**config.mk**
```make
export PLATFORM = sky130hd
export DESIGN_NAME = sif_responder
export DESIGN_NICKNAME = d
export VERILOG_FILES = /design/src/rtl/sif_pkg.sv /design/src/rtl/sif_wr_fifo.sv /design/src/rtl/sif_responder.sv
export SDC_FILE = /design/constraint.sdc
export NUM_CORES = 1
export LEC_CHECK = 0
export ABC_AREA = 0
export BUFFER_PORTS_ARGS = -buffer_cell sky130_fd_sc_hd__buf_2
export CAP_MARGIN = 25
export CELL_PAD_IN_SITES_DETAIL_PLACEMENT = 0
export CELL_PAD_IN_SITES_GLOBAL_PLACEMENT = 1
export CORE_MARGIN = 10
export CORE_UTILIZATION = 56
export DETAILED_ROUTE_END_ITERATION = 10
export PLACE_DENSITY_LB_ADDON = 0.08
export SLEW_MARGIN = 25
export SYNTH_ARGS = -nofsm -noshare
export SYNTH_HDL_FRONTEND = slang
export SYNTH_HIERARCHICAL = 1
export SYNTH_SLANG_ARGS = --single-unit
```
**constraint.sdc**
```tcl
create_clock -name clk -period 7 [get_ports clk]
set_clock_uncertainty 0.15 [all_clocks]
set_input_delay 0.35 -clock clk [delete_from_list [all_inputs] [get_ports clk]]
set_output_delay 0.35 -clock clk [all_outputs]
set_load 0.01 [all_outputs]
```
**src/rtl/sif_pkg.sv**
```systemverilog
// rtl/sif_pkg.sv - shared types and constants for the SIF responder
//
// Purpose: write record carried through the forward FIFO, W-side FSM state
// encoding, bus widths and the address range helper.
// Ports: none (package).

package sif_pkg;

  localparam int SIF_DW = 16;
  localparam int SIF_AW = 16;

  typedef struct packed {
    logic [SIF_AW-1:0] addr;
    logic [SIF_DW-1:0] data;
  } sif_wr_t;

  typedef enum logic [1:0] {
    IDLE  = 2'd0,
    ISSUE = 2'd1,
    GAP   = 2'd2
  } sif_wstate_e;

  // An address lands in the local register file only when every bit above
  // the register index is zero; with aw == SIF_AW everything is in range.
  function automatic logic addr_in_range(input logic [SIF_AW-1:0] addr, input int aw);
    return ((addr >> aw) == '0);
  endfunction

endpackage

```
**src/rtl/sif_wr_fifo.sv**
```systemverilog
// rtl/sif_wr_fifo.sv - synchronous show-ahead FIFO of SIF write records
//
// Purpose: holds accepted X writes until the W-side FSM forwards them.
// Ports:
//   clk    in   clock, posedge
//   rst    in   synchronous reset, active-high; flushes the queue
//   push   in   write din this cycle (ignored when full unless popping too)
//   pop    in   consume the head entry (ignored when empty)
//   din    in   record to enqueue
//   dout   out  head record, valid whenever empty is low
//   full   out  all DEPTH entries occupied
//   empty  out  no entries

module sif_wr_fifo
  import sif_pkg::*;
#(
  parameter int DEPTH = 4
) (
  input  logic    clk,
  input  logic    rst,
  input  logic    push,
  input  logic    pop,
  input  sif_wr_t din,
  output sif_wr_t dout,
  output logic    full,
  output logic    empty
);

  localparam int PW = $clog2(DEPTH);

  // One extra pointer bit: equal indices with differing wrap bits means full.
  logic [PW:0] wr_ptr;
  logic [PW:0] rd_ptr;
  sif_wr_t     mem [DEPTH];

  logic do_pop;
  logic do_push;

  assign empty   = (wr_ptr == rd_ptr);
  assign full    = (wr_ptr[PW] != rd_ptr[PW]) && (wr_ptr[PW-1:0] == rd_ptr[PW-1:0]);
  assign do_pop  = pop && !empty;
  // A pop in the same cycle frees the slot the push lands in.
  assign do_push = push && (!full || do_pop);
  assign dout    = mem[rd_ptr[PW-1:0]];

  always_ff @(posedge clk) begin
    if (rst) begin
      wr_ptr <= '0;
      rd_ptr <= '0;
    end else begin
      if (do_push) wr_ptr <= wr_ptr + 1'b1;
      if (do_pop)  rd_ptr <= rd_ptr + 1'b1;
    end
  end

  // Storage needs no reset: the pointers alone define what is valid.
  always_ff @(posedge clk) begin
    if (!rst && do_push) mem[wr_ptr[PW-1:0]] <= din;
  end

endmodule

```
**src/rtl/sif_responder.sv**
```systemverilog
// rtl/sif_responder.sv - SIF target responder with rate-limited W-side forwarding
//
// Purpose: serves X-side register reads/writes from a local register file and
// forwards every accepted X write, in order, as a W-side write pulse with at
// least W_GAP idle cycles between pulses.
// Ports:
//   clk         in   1   clock, posedge
//   rst         in   1   synchronous reset, active-high
//   xa_wr_s     in   1   X write strobe
//   xa_rd_s     in   1   X read strobe
//   xa_addr     in  16   X address
//   xa_data_wr  in  16   X write data
//   xa_data_rd  out 16   X read data, registered, held until next read
//   wa_wr_s     out  1   W write pulse
//   wa_addr     out 16   W address, held between pulses
//   wa_data_wr  out 16   W write data, held between pulses
//   wr_pending  out  1   queue non-empty or W issue/gap in progress
//   ovf_cnt     out  8   dropped forward count, saturating

module sif_responder
  import sif_pkg::*;
#(
  parameter int AW         = 4,
  parameter int FIFO_DEPTH = 4,
  parameter int W_GAP      = 1
) (
  input  logic        clk,
  input  logic        rst,
  input  logic        xa_wr_s,
  input  logic        xa_rd_s,
  input  logic [15:0] xa_addr,
  input  logic [15:0] xa_data_wr,
  output logic [15:0] xa_data_rd,
  output logic        wa_wr_s,
  output logic [15:0] wa_addr,
  output logic [15:0] wa_data_wr,
  output logic        wr_pending,
  output logic [7:0]  ovf_cnt
);

  localparam int NREG = 2 ** AW;

  logic [SIF_DW-1:0] regs [NREG];
  logic              in_range;

  sif_wr_t     fifo_din;
  sif_wr_t     fifo_dout;
  logic        fifo_full;
  logic        fifo_empty;
  logic        fifo_pop;

  sif_wstate_e state;
  sif_wstate_e state_nx;
  logic [3:0]  gap_cnt;
  logic [3:0]  gap_cnt_nx;

  assign in_range = addr_in_range(xa_addr, AW);

  // Register file. A read in the same cycle as a write to the same address
  // sees the old contents because both use non-blocking updates.
  always_ff @(posedge clk) begin
    if (rst) begin
      for (int i = 0; i < NREG; i++) regs[i] <= '0;
    end else if (xa_wr_s && in_range) begin
      regs[xa_addr[AW-1:0]] <= xa_data_wr;
    end
  end

  always_ff @(posedge clk) begin
    if (rst) begin
      xa_data_rd <= '0;
    end else if (xa_rd_s) begin
      xa_data_rd <= in_range ? regs[xa_addr[AW-1:0]] : '0;
    end
  end

  // Every write is forwarded, including out-of-range ones.
  assign fifo_din.addr = xa_addr;
  assign fifo_din.data = xa_data_wr;

  sif_wr_fifo #(
    .DEPTH (FIFO_DEPTH)
  ) u_fifo (
    .clk   (clk),
    .rst   (rst),
    .push  (xa_wr_s),
    .pop   (fifo_pop),
    .din   (fifo_din),
    .dout  (fifo_dout),
    .full  (fifo_full),
    .empty (fifo_empty)
  );

  // A push is lost only when full and not relieved by a pop in the same cycle.
  always_ff @(posedge clk) begin
    if (rst) begin
      ovf_cnt <= '0;
    end else if (xa_wr_s && fifo_full && !fifo_pop && (ovf_cnt != 8'hFF)) begin
      ovf_cnt <= ovf_cnt + 8'd1;
    end
  end

  always_ff @(posedge clk) begin
    if (rst) begin
      state   <= IDLE;
      gap_cnt <= '0;
    end else begin
      state   <= state_nx;
      gap_cnt <= gap_cnt_nx;
    end
  end

  // Each pop loads the W address/data registers; the pulse follows in ISSUE.
  always_comb begin
    state_nx   = state;
    gap_cnt_nx = gap_cnt;
    fifo_pop   = 1'b0;
    case (state)
      IDLE: begin
        if (!fifo_empty) begin
          fifo_pop = 1'b1;
          state_nx = ISSUE;
        end
      end
      ISSUE: begin
        if (W_GAP > 0) begin
          state_nx   = GAP;
          gap_cnt_nx = 4'(W_GAP);
        end else if (!fifo_empty) begin
          fifo_pop = 1'b1;
          state_nx = ISSUE;
        end else begin
          state_nx = IDLE;
        end
      end
      GAP: begin
        gap_cnt_nx = gap_cnt - 4'd1;
        if (gap_cnt == 4'd1) begin
          if (!fifo_empty) begin
            fifo_pop = 1'b1;
            state_nx = ISSUE;
          end else begin
            state_nx = IDLE;
          end
        end
      end
      default: begin
        state_nx   = IDLE;
        gap_cnt_nx = '0;
      end
    endcase
  end

  always_ff @(posedge clk) begin
    if (rst) begin
      wa_addr    <= '0;
      wa_data_wr <= '0;
    end else if (fifo_pop) begin
      wa_addr    <= fifo_dout.addr;
      wa_data_wr <= fifo_dout.data;
    end
  end

  assign wa_wr_s    = (state == ISSUE);
  assign wr_pending = !fifo_empty || (state != IDLE);

endmodule

```
# After elaboration in Yosys (flattened, before gate mapping)
# Memories as Yosys holds them, arrays and structs flattened. A register that Yosys moved wholly into a read port is not among the register bits.
# Cells that the tools add are included.
# word_totals
inputBits	36
register_bits	36
output_inout_bits	58
romBits	0
latch_bits	0
elab_cells	59
memories	2
ram_bits	384
# op_classes
mul	0
n_addsub	4
reduce_logical	19
n_eq_ne	9
n_shift	0
mux	19
div	0
n_bitwise	0
magnitude_cmp	0
# mem_list
name	words	width	rd	rd_ports_with_merged_regs	wr	line_no	source
regs	16	16	1	0	16	sif_responder.sv:43	logic [SIF_DW-1:0] regs [NREG];
u_fifo.mem	4	32	1	1	1	sif_wr_fifo.sv:34	sif_wr_t mem [DEPTH];
# ops
cell	n
$mux 16	2
$logic_not 16->1	1
$reduce_or 16->1	1
$pmux 4 s3	1
$mux 1	11
$add 8x1->8 const B	1
$logic_and 1x1->1	8
$ne 8x8->1 const B	1
$add 3x1->3 const B	2
$pmux 2 s3	1
$eq 4x1->1 const B	1
$logic_not 1->1	4
$mux 2	2
$mux 4	1
$ne 2x2->1 const B	2
$sub 4x1->4 const B	1
$eq 3x3->1	1
$eq 2x1->1 const B	1
$eq 2x2->1	1
$eq 2x2->1 const B	1
$logic_not 2->1	1
$logic_or 1x1->1	2
$pmux 1 s2	1
$reduce_and 2->1	1
2 further kinds	2

# Logic depth before layout (Yosys ltp)
# Gate-level depths: netlist (run 1).
# logic_depth
depth_word	10
depth_mapped	10
depth_no_buf	8

# By module
# The synthesis (run 1) kept the hierarchy.
# modules_own_cells
module	area_per_inst_um2	seq_area_each_um2	instances	cells_each
sif_responder	14306.2	8928.6	1	1000
sif_wr_fifo	5166.2	4003.8	1	227

# Worst setup path after synthesis (run 1)
# No wires, ideal clock.
# synth_timing
path_kind	reg2reg
from	register state[0]
to	memory u_fifo/mem[0][0] in the netlist's numbering (enable)
required_ns	6.389
t_arrival_ns	4.073
stages_incl_launch_ff	11
path_buffers	2
path_slack_ns	2.315
setup_ns	0.461
period_less_slack_ns	4.685
path_cell_list	dfxtp_1 -> inv_1 -> ha_1 -> clkbuf_1 -> inv_1 -> a21o_1 -> inv_2 -> clkbuf_1 -> inv_1 -> a41o_1 -> nor3_1
# synth_via
elab_chain_cells	8
elab_cells_between_ends	9
cone_classes	eq/ne (1); mux (3); reduce/logical (5)
# synth_rtl
element	line_no	source
from (decl)	sif_responder.sv:52	sif_wstate_e state;
from (signal assigned)	sif_responder.sv:108	state <= state_nx;
$eq 2x2->1 / $logic_not 2->1 (equally long branches)	sif_responder.sv:118	case (state)
$pmux 1 s2 (*)	sif_responder.sv:118	
via fifo_pop	sif_responder.sv:50	logic fifo_pop;
$logic_and 1x1->1 (*)	sif_wr_fifo.sv:41	assign do_pop = pop && !empty;
$logic_or 1x1->1 (*)	sif_wr_fifo.sv:43	assign do_push = push && (!full || do_pop);
$logic_and 1x1->1 (*)	sif_wr_fifo.sv:43	
$logic_and 1x1->1 (*)	sif_wr_fifo.sv:58	if (!rst && do_push) mem[wr_ptr[PW-1:0]] <= din;
$mux 1 (*)	sif_wr_fifo.sv:58	
$mux 1 (not written as such) (*)	sif_wr_fifo.sv:58	
to (decl)	sif_wr_fifo.sv:34	
# Mark *: on every way through the listed nets, which the timed path passes. The rest lies on a longest branch.

# Worst setup path in the final report (run 1)
# layout_timing
from	register u_fifo.wr_ptr[1]
to	memory u_fifo/mem[2][22] in the netlist's numbering (enable)
# layout_via
elab_chain_cells	10
elab_cells_between_ends	14
cone_classes	eq/ne (2); mux (5); reduce/logical (7)
# layout_rtl
element	line_no	source
from (decl)	sif_wr_fifo.sv:32	logic [PW:0] wr_ptr;
from (signal assigned)	sif_wr_fifo.sv:51	if (do_push) wr_ptr <= wr_ptr + 1'b1;
$eq 3x3->1 (*)	sif_wr_fifo.sv:39	assign empty = (wr_ptr == rd_ptr);
via fifo_empty	sif_responder.sv:49	logic fifo_empty;
$mux 1	sif_responder.sv:120, sif_responder.sv:139	
$mux 1	sif_responder.sv:138	if (gap_cnt == 4'd1) begin
$pmux 1 s2	sif_responder.sv:118	
$logic_and 1x1->1 (*)	sif_wr_fifo.sv:41	
$logic_or 1x1->1 (*)	sif_wr_fifo.sv:43	
$logic_and 1x1->1 (*)	sif_wr_fifo.sv:43	
$logic_and 1x1->1 (*)	sif_wr_fifo.sv:58	
$mux 1 (*)	sif_wr_fifo.sv:58	
$mux 1 (not written as such) (*)	sif_wr_fifo.sv:58	
# Marks and branches as above.

==> results by stage, run 1 <==
Pwr:
- For this design the ratio of total power to cell area is 301.5 nW/um^2.
- VDD sags by at most 0.2084 mV.
- For this design the static power due to leakage is 7.741 nW.

Routing:
- The initial detailed-routing violation count is 798.
- The number of antenna-violating nets in the routed design is 0.
- The average wire length per cell after detail routing is 24.06 um.
- After detailed routing, the number of vias per cell comes to 5.798.
- The routed design has 43870 um of wire.
- For this run, the detailed router's first-pass iteration total came to 5.
- The total vias in the final route is 10.57k.
- In the routed design, unresolved DRC markers number 0.

Synth:
- The number of flops mapped to enable cells by yosys is 384.
- The flip-flop cell with the highest count after synthesis is sky130_fd_sc_hd__edfxtp_1.
- The cell accounting for the most synthesized area is sky130_fd_sc_hd__edfxtp_1.
- The share of synthesized area in the top cell type comes to 0.5922.
- The count of warnings emitted by yosys is 6.
- In the post-synthesis netlist, the cell with the most instances is sky130_fd_sc_hd__edfxtp_1.
- The average instance in the mapped netlist occupies 15.87 um^2.
- The net count after synthesis is 1275.
- After technology mapping, the gate count stands at 1227.
- By area the synthesized netlist is led by sky130_fd_sc_hd__edfxtp_1, sky130_fd_sc_hd__mux4_2, sky130_fd_sc_hd__and2_1.
- The mapped netlist covers 19470 um^2.
- The total of flip-flops plus latches after synthesis is 454.
- The sequential cell area fraction in the yosys report is 0.6641.
- By count the netlist is led by sky130_fd_sc_hd__edfxtp_1, sky130_fd_sc_hd__and2_1, sky130_fd_sc_hd__mux4_2, sky130_fd_sc_hd__dfxtp_1, sky130_fd_sc_hd__nand2_1.
- The number of different library cells in the post-synthesis netlist is 64.
- The proportion of synthesized flip-flops having asynchronous set or reset is 0.

Worst setup path:
- The largest stage delay on the critical path is 0.56 ns.
- The data required time of the worst path is 7.10 ns.
- The critical path startpoint category is a flip-flop.
- The arrival time of the worst setup path is 3.73 ns.
- On the critical path, the stage with the largest delay is an instance of sky130_fd_sc_hd__a21o_2.
- Of all nets on the critical path, the largest fanout is 35.
- The category of the worst setup path capture point is a flip-flop.
- The worst register-to-register path has a depth of 9.
- The worst setup path is of the reg2reg kind.
- Traced cell by cell, the critical path runs through xnor2_2, nand2_1, nor2_1, a21o_2, inv_2, inv_1, a41o_1, nor3_2, buf_4.

STA:
- For the pin with the worst max-slew slack, the measured transition is 1.018 ns.
- The worst-case headroom to the max-slew limit is 0.3181.
- The tightest hold path in the finished design has a slack of 0.03497 ns.
- The setup TNS after final layout is 0 ns.
- The final period utilization is 0.5180.
- Counting I/O delays and the setup requirement, the final critical path takes 3.626 ns.
- Derived from the worst setup path, the maximum achievable clock frequency is 0.2758 GHz.
- The count of final max-slew check failures is 0.
- Setup violations remaining at the end of the flow were counted as 0.
- Setup repair after global routing left no endpoint under its margin.
- The final number of hold-violating endpoints is 0.

Clocking:
- The buffer levels on the longest clock path is 3.
- The H-tree generated during clock tree synthesis spans 2 levels.
- The clock-pin slew on the worst setup and hold paths is 0.06 ns.
- CTS placed an instance of sky130_fd_sc_hd__clkbuf_16 at the clock tree root.
- TritonCTS built the clock tree.
- Clock latency on the worst-skew pair, taken at its later pin, is 0.57 ns.
- The number of buffers created by CTS is 48.
- The sink count of the clock tree is 454.
- The number of setup buffers added after CTS is 0.

Placed design:
- After legalization and detailed placement, the total HPWL measured 26910 um.
- The number of buffer cells added on primary ports is 93.
- The routability congestion estimate is 0.7591.
- After detailed placement, the design holds a cell count of 1718.

Floorplanning:
- The total die area is 42630 um^2.
- Measured along the y axis, the die boundary spans 206.5 um.
- For this configuration, the core starts out at a cell density of 0.5651.
- The placeable core region is 34460 um^2.
- The top-level I/O count is 94.
- In this run the core area contains 68 standard-cell rows.
- The die is 206.5 um wide.

Global route:
- Across every metal layer, demand over resource in global routing totals 0.2110.
- The number of global-route vias before repair is 10.83k.
- For this run the aggregate overflow at the end of global routing stands at 0.
- Entering global routing, the biggest net connects 46 pins.
- The number of antenna violations at the first check in global routing is 0.
- The global-route wire length before repair is 66650 um.

Cells and area:
- In the final design database the tool counted 1374 nets.
- In the final layout, the share of cells above drive strength 1 is 0.2679.
- The post-synthesis to final-layout area growth is 12.90%.
- Once layout is complete, the cells apart from fillers number 1823.
- At the end of the flow the core is filled with cells to 0.6380.

Flow run:
- Across the run, the number of max-cap violations was 0.

Worst hold path:
- The instance count along the most critical hold path is 1.
- The type of the tightest min-delay check is in2reg.

Outcome:
- The flow ran to the end, and the final reports show no timing, DRC or antenna violations.
==> critical path: cells and delay by family (launching register included) <==
family                    cells  cell delay (ns)
xor gates and xnor gates      1             0.36
AOI/OAI and AO/OA             2             0.89
DFF                           1             0.37
and+or+nand+nor               3             0.54
buffers and inverters         3             0.97
==> layout make-up <==
type	count	area [um^2]
well taps	455	569.3
repair buffers	126	758.2
diodes	2	5.005
flip-flops and latches	454	12930
clock buffers	62	1315
multi-input cells	678	6117
clock inverters	28	217.7
fillers	2522	12470
inverters	18	67.56
==> metal layers <==
| metal | GRT usage | routed length [um] |
|---|---|---|
| met5 | 0 | 0 |
| met1 | 0.2925 | 18880 |
| met2 | 0.3347 | 21120 |
| met3 | 0.03730 | 2788 |
| met4 | 0.06698 | 1075 |
==> registers in the layout, summed over array words and instances, names as in the netlist, named ones only <==
signal	count
regs	256
state	2
gap_cnt	4
u_fifo/mem	128
ovf_cnt	8
wa_addr	16
u_fifo/rd_ptr	3
u_fifo/wr_ptr	3
xa_data_rd	16
wa_data_wr	16
==> report_power, final <==
| part | leakage [nW] | switching (mW) | internal (mW) |
|---|---|---|---|
| clock | 0.760 | 1.03 | 1.44 |
| sequential | 4.16 | 0.0821 | 3.12 |
| combinational | 2.82 | 0.573 | 0.389 |
| total | 7.74 | 1.68 | 4.95 |
==> path summary, 6_finish.rpt <==
path                                                     from                           to  slack [ns]
worst max-delay path            u_fifo/wr_ptr[1]$_SDFFE_PP0P_  u_fifo/mem[2][22]$_DFFE_PP_        3.37
worst max register to register  u_fifo/wr_ptr[1]$_SDFFE_PP0P_  u_fifo/mem[2][22]$_DFFE_PP_        3.37
worst min register to register        wa_addr[2]$_SDFFE_PP0P_      wa_addr[2]$_SDFFE_PP0P_        0.30
worst min-delay path                               xa_addr[2]  u_fifo/mem[0][18]$_DFFE_PP_        0.03
==> placed cells by master, fill, tap and decap left out, types with 10 or more instances in the layout <==
cell type / netlist / routed
sky130_fd_sc_hd__a21oi_1: 43 / 43
sky130_fd_sc_hd__ha_1: 12 / 12
sky130_fd_sc_hd__dlygate4sd3_1: 0 / 12
sky130_fd_sc_hd__inv_1: 17 / 17
sky130_fd_sc_hd__nor2_1: 19 / 16
sky130_fd_sc_hd__mux2i_1: 18 / 18
sky130_fd_sc_hd__dfxtp_1: 70 / 69
sky130_fd_sc_hd__mux2_2: 17 / 17
sky130_fd_sc_hd__o21ai_0: 13 / 13
sky130_fd_sc_hd__a22oi_1: 17 / 17
sky130_fd_sc_hd__mux4_2: 96 / 96
sky130_fd_sc_hd__clkbuf_16: 0 / 49
sky130_fd_sc_hd__nor3_2: 7 / 10
sky130_fd_sc_hd__and2_2: 12 / 12
sky130_fd_sc_hd__buf_4: 11 / 21
sky130_fd_sc_hd__or2_2: 18 / 18
sky130_fd_sc_hd__and2_1: 244 / 244
sky130_fd_sc_hd__nand2_1: 70 / 70
sky130_fd_sc_hd__edfxtp_1: 384 / 384
sky130_fd_sc_hd__buf_2: 19 / 92
sky130_fd_sc_hd__clkinv_2: 0 / 12
==> through the flow <==
step,area [um^2],power [mW],worst slack [ns]
global route,21980,6.913,3.035
floorplan,19470,3.918,2.315
finish,21980,6.629,3.374
CTS,21950,6.701,2.885
detailed placement,20300,4.239,2.902
global placement,20300,4.226,3.004
==> cells by family (layout without fill, tap and decap cells) <==
family | count (synthesis) | in the layout | synth area share
buffers and inverters | 95 | 234 | 0.02320
AOI/OAI and AO/OA | 96 | 96 | 0.03046
muxes | 136 | 136 | 0.1332
DFF | 454 | 454 | 0.6641
adders and majority gates | 12 | 12 | 0.007710
and+or+nand+nor | 428 | 428 | 0.1374
other | 0 | 2 | 0
xor gates and xnor gates | 6 | 6 | 0.003856
==> what timing repair did <==
item | CTS | global route
endpoints found under the setup margin | 0 | 0
hold endpoints to repair | 48 | 0
gates resized for setup | 0 | 0
hold buffers | 12 | 0
Note: power is estimated with default switching activity, not from simulation.
==> inputs of run 2 (changes only) <==
Settings changed: CORE_UTILIZATION 56 to 47.
Clock period 7 ns to 3.3 ns, I/O delays scaled along.
==> results by stage, run 2 (same netlist as run 1, synthesis figures left out) <==
Routing:
- The wire length after detailed routing is 45150 um.
- In this run, the number of DRC markers left after iteration 0 of detailed routing was 640.
- The pre-antenna-repair detailed-routing pass consisted of 5 iterations.
- The total vias in the final route is 10.51k.
- After detailed routing, the number of remaining DRC violations is 0.
- The average wire length per cell after detail routing is 23.32 um.
- The count of nets left with antenna violations once routing finished came out at 0.
- In the routed layout, each cell is associated on average with a via count of 5.428.

Cells and area:
- The register with the most flip-flops in the layout has 256 of them.
- The fraction of final layout cells sized beyond drive strength 1 is 0.2723.
- The post-synthesis to final-layout area growth is 15.92%.
- The filler cells instantiated in the layout total 3306.
- Leaving out fill and tap cells, the most frequent cell in the layout is sky130_fd_sc_hd__edfxtp_1.
- After the last flow step, the layout net total stands at 1412.
- The post-route cell area is 22570 um^2.
- Once layout is complete, the cells apart from fillers number 1936.
- In the layout the commonest cells are sky130_fd_sc_hd__edfxtp_1, sky130_fd_sc_hd__and2_1, sky130_fd_sc_hd__mux4_2.
- The register bank with the most flops is regs.

Worst setup path:
- The critical path goes through inv_1, ha_1, nand4bb_1, a21o_1, inv_2, inv_1, a41o_1, buf_4, nor3_4, buf_4.
- The worst setup path is captured at a flip-flop.
- The critical path in this run is classified as reg2reg.
- The data required time of the worst path is 3.38 ns.
- The library cell contributing the largest single delay on the critical path is sky130_fd_sc_hd__buf_4.
- In this run the worst path has a maximum fanout of 25.
- The critical path startpoint category is a flip-flop.
- The buffer and inverter count on the worst path is 5.
- The arrival time of the worst setup path is 3.08 ns.
- The largest stage delay on the critical path is 0.43 ns.
- The dominant delay contributor by cell family on the critical path is buffers and inverters.

Clocking:
- The latest clock arrival within the worst-skew pair is 0.58 ns.
- The H-tree level count is 2.
- The buffer type at the clock tree root is sky130_fd_sc_hd__clkbuf_16.
- Clock-pin slew was measured on the worst setup and hold paths at 0.06 ns.
- The CTS tree is yes.
- The number of buffers inserted by post-CTS setup repair is 0.
- The number of gates resized after CTS was 0.
- CTS saw 454 sinks.
- The clock passes through at most 3 buffers.
- The cts-stage hold buffer count is 32.
- The number of buffers created by CTS is 49.

Placed design:
- At the end of routability-driven placement, the weighted congestion stood at 0.7904.
- Once placement completed, the tool counted placed cells totaling 1812.
- The estimated wirelength of the detail-placed design is 28040 um.
- The placed instance area is 20570 um^2.
- The number of buffer cells added on primary ports is 93.

Global route:
- The pin count of the biggest net entering global routing is 40.
- For this run the aggregate overflow at the end of global routing stands at 0.
- The number of global-route vias before repair is 10.95k.
- The number of antenna violations at the first check in global routing is 2.
- The global-route wire length before repair is 68560 um.
- The total global routing track utilization is 0.1810.

Floorplanning:
- The die covers 49970 um^2.
- The placeable core region is 40920 um^2.
- The floorplan step set the die height to 223.5 um.
- The floorplan step set the die width to 223.5 um.
- The top-level I/O count is 94.
- The initial utilization of the core area, before any placement, comes to 0.4758.
- Row generation in the floorplan step produced 74 rows.

STA:
- The final critical delay including setup and external delays is 2.998 ns.
- The count of final max-slew check failures is 0.
- The highest achievable clock rate is 0.3335 GHz.
- The final period utilization is 0.9085.
- Setup repair after global routing left no endpoint under its margin.
- The final number of hold-violating endpoints is 0.
- The slew at the pin with the worst max-slew slack is 0.7216 ns.
- The number of setup violations in the final report is 0.
- The worst-case headroom to the max-slew limit is 0.5184.

Pwr:
- The peak supply drop is 0.4619 mV.
- The analysis attributes to cell leakage a power of 7.975 nW.
- In this run the power density over the cells is 642.7 nW/um^2.
- The overall power consumption is 14.51 mW.

Outcome:
- The run finished with clean final reports.

Flow run:
- The count of max-cap constraint violations is 0.

Worst hold path:
- The type of the tightest min-delay check is in2reg.
## run 2: changes by cell type in the layout (fill, tap and decap cells not counted), sizes merged, moves of 2 or more
| cell | before | now |
|---|---|---|
| buf | 114 | 131 |
| bufinv | 3 | 6 |
| clkbuf | 62 | 67 |
| clkinv | 21 | 12 |
| clkinvlp | 1 | 3 |
| dlygate4sd3 | 12 | 32 |
## run 2: worst reg2reg max path, stage by stage, from the launching register on
cell and delay, ns:
sky130_fd_sc_hd__dfxtp_1 0.35, sky130_fd_sc_hd__inv_1 0.10, sky130_fd_sc_hd__ha_1 0.25, sky130_fd_sc_hd__nand4bb_1 0.20, sky130_fd_sc_hd__a21o_1 0.25, sky130_fd_sc_hd__inv_2 0.06
sky130_fd_sc_hd__inv_1 0.08, sky130_fd_sc_hd__a41o_1 0.27, sky130_fd_sc_hd__buf_4 0.18, sky130_fd_sc_hd__nor3_4 0.32, sky130_fd_sc_hd__buf_4 0.43
## run 2: worst paths after layout
| check | slack (ns) | endpoint | depth (start not counted) | startpoint |
|---|---|---|---|---|
| max reg2reg | 0.30 | u_fifo/mem[0][21]$_DFFE_PP_ | 10 | state[0]$_SDFFE_PP0P_ |
| min | 0.06 | ovf_cnt[1]$_SDFFE_PP0P_ | 4 | xa_wr_s |
| min reg2reg | 0.30 | wa_addr[0]$_SDFFE_PP0P_ | 2 | wa_addr[0]$_SDFFE_PP0P_ |
| max | 0.30 | u_fifo/mem[0][21]$_DFFE_PP_ | 10 | state[0]$_SDFFE_PP0P_ |
## run 2: per-layer routing
metal / vias to the layer above / GRT usage / share of wire
met5: - / 0 / 0
met4: 0 / 0.05689 / 0.023
met3: 64 / 0.02930 / 0.048
met2: 233 / 0.2999 / 0.49
met1: 5340 / 0.2407 / 0.44
li1: 4871 / - / -
## run 2: cell type report
| cell class | instances | area [um^2] | area share |
|---|---|---|---|
| sequential | 454 | 12930 | 0.5730 |
| clock buffer | 67 | 1376 | 0.06097 |
| clock inverter | 23 | 274.0 | 0.01214 |
| antenna | 1 | 2.502 | 0.0001109 |
| tap | 532 | 665.6 | 0.02949 |
| inverter | 18 | 67.56 | 0.002993 |
| timing repair buffer | 163 | 1121 | 0.04966 |
| multi-input combinational | 678 | 6132 | 0.2717 |
## run 2: where the power goes
group | switching (mW) | internal, mW
combinational | 1.18 | 0.883
clock | 2.22 | 3.39
sequential | 0.213 | 6.62
## run 2: through the flow
| stage | hold WS, ns | setup WS [ns] | utilization | setup TNS (ns) |
|---|---|---|---|---|
| floorplan | 0.1139 | -0.4325 | - | -42.12 |
| global placement | 0.2779 | 0.4112 | 0.5026 | 0 |
| detailed placement | 0.2905 | 0.3210 | 0.5027 | 0 |
| CTS | 0.04118 | 0.2989 | 0.5508 | 0 |
| global route | 0.07285 | 0.1190 | 0.5515 | 0 |
| finish | 0.06329 | 0.3018 | 0.5516 | 0 |
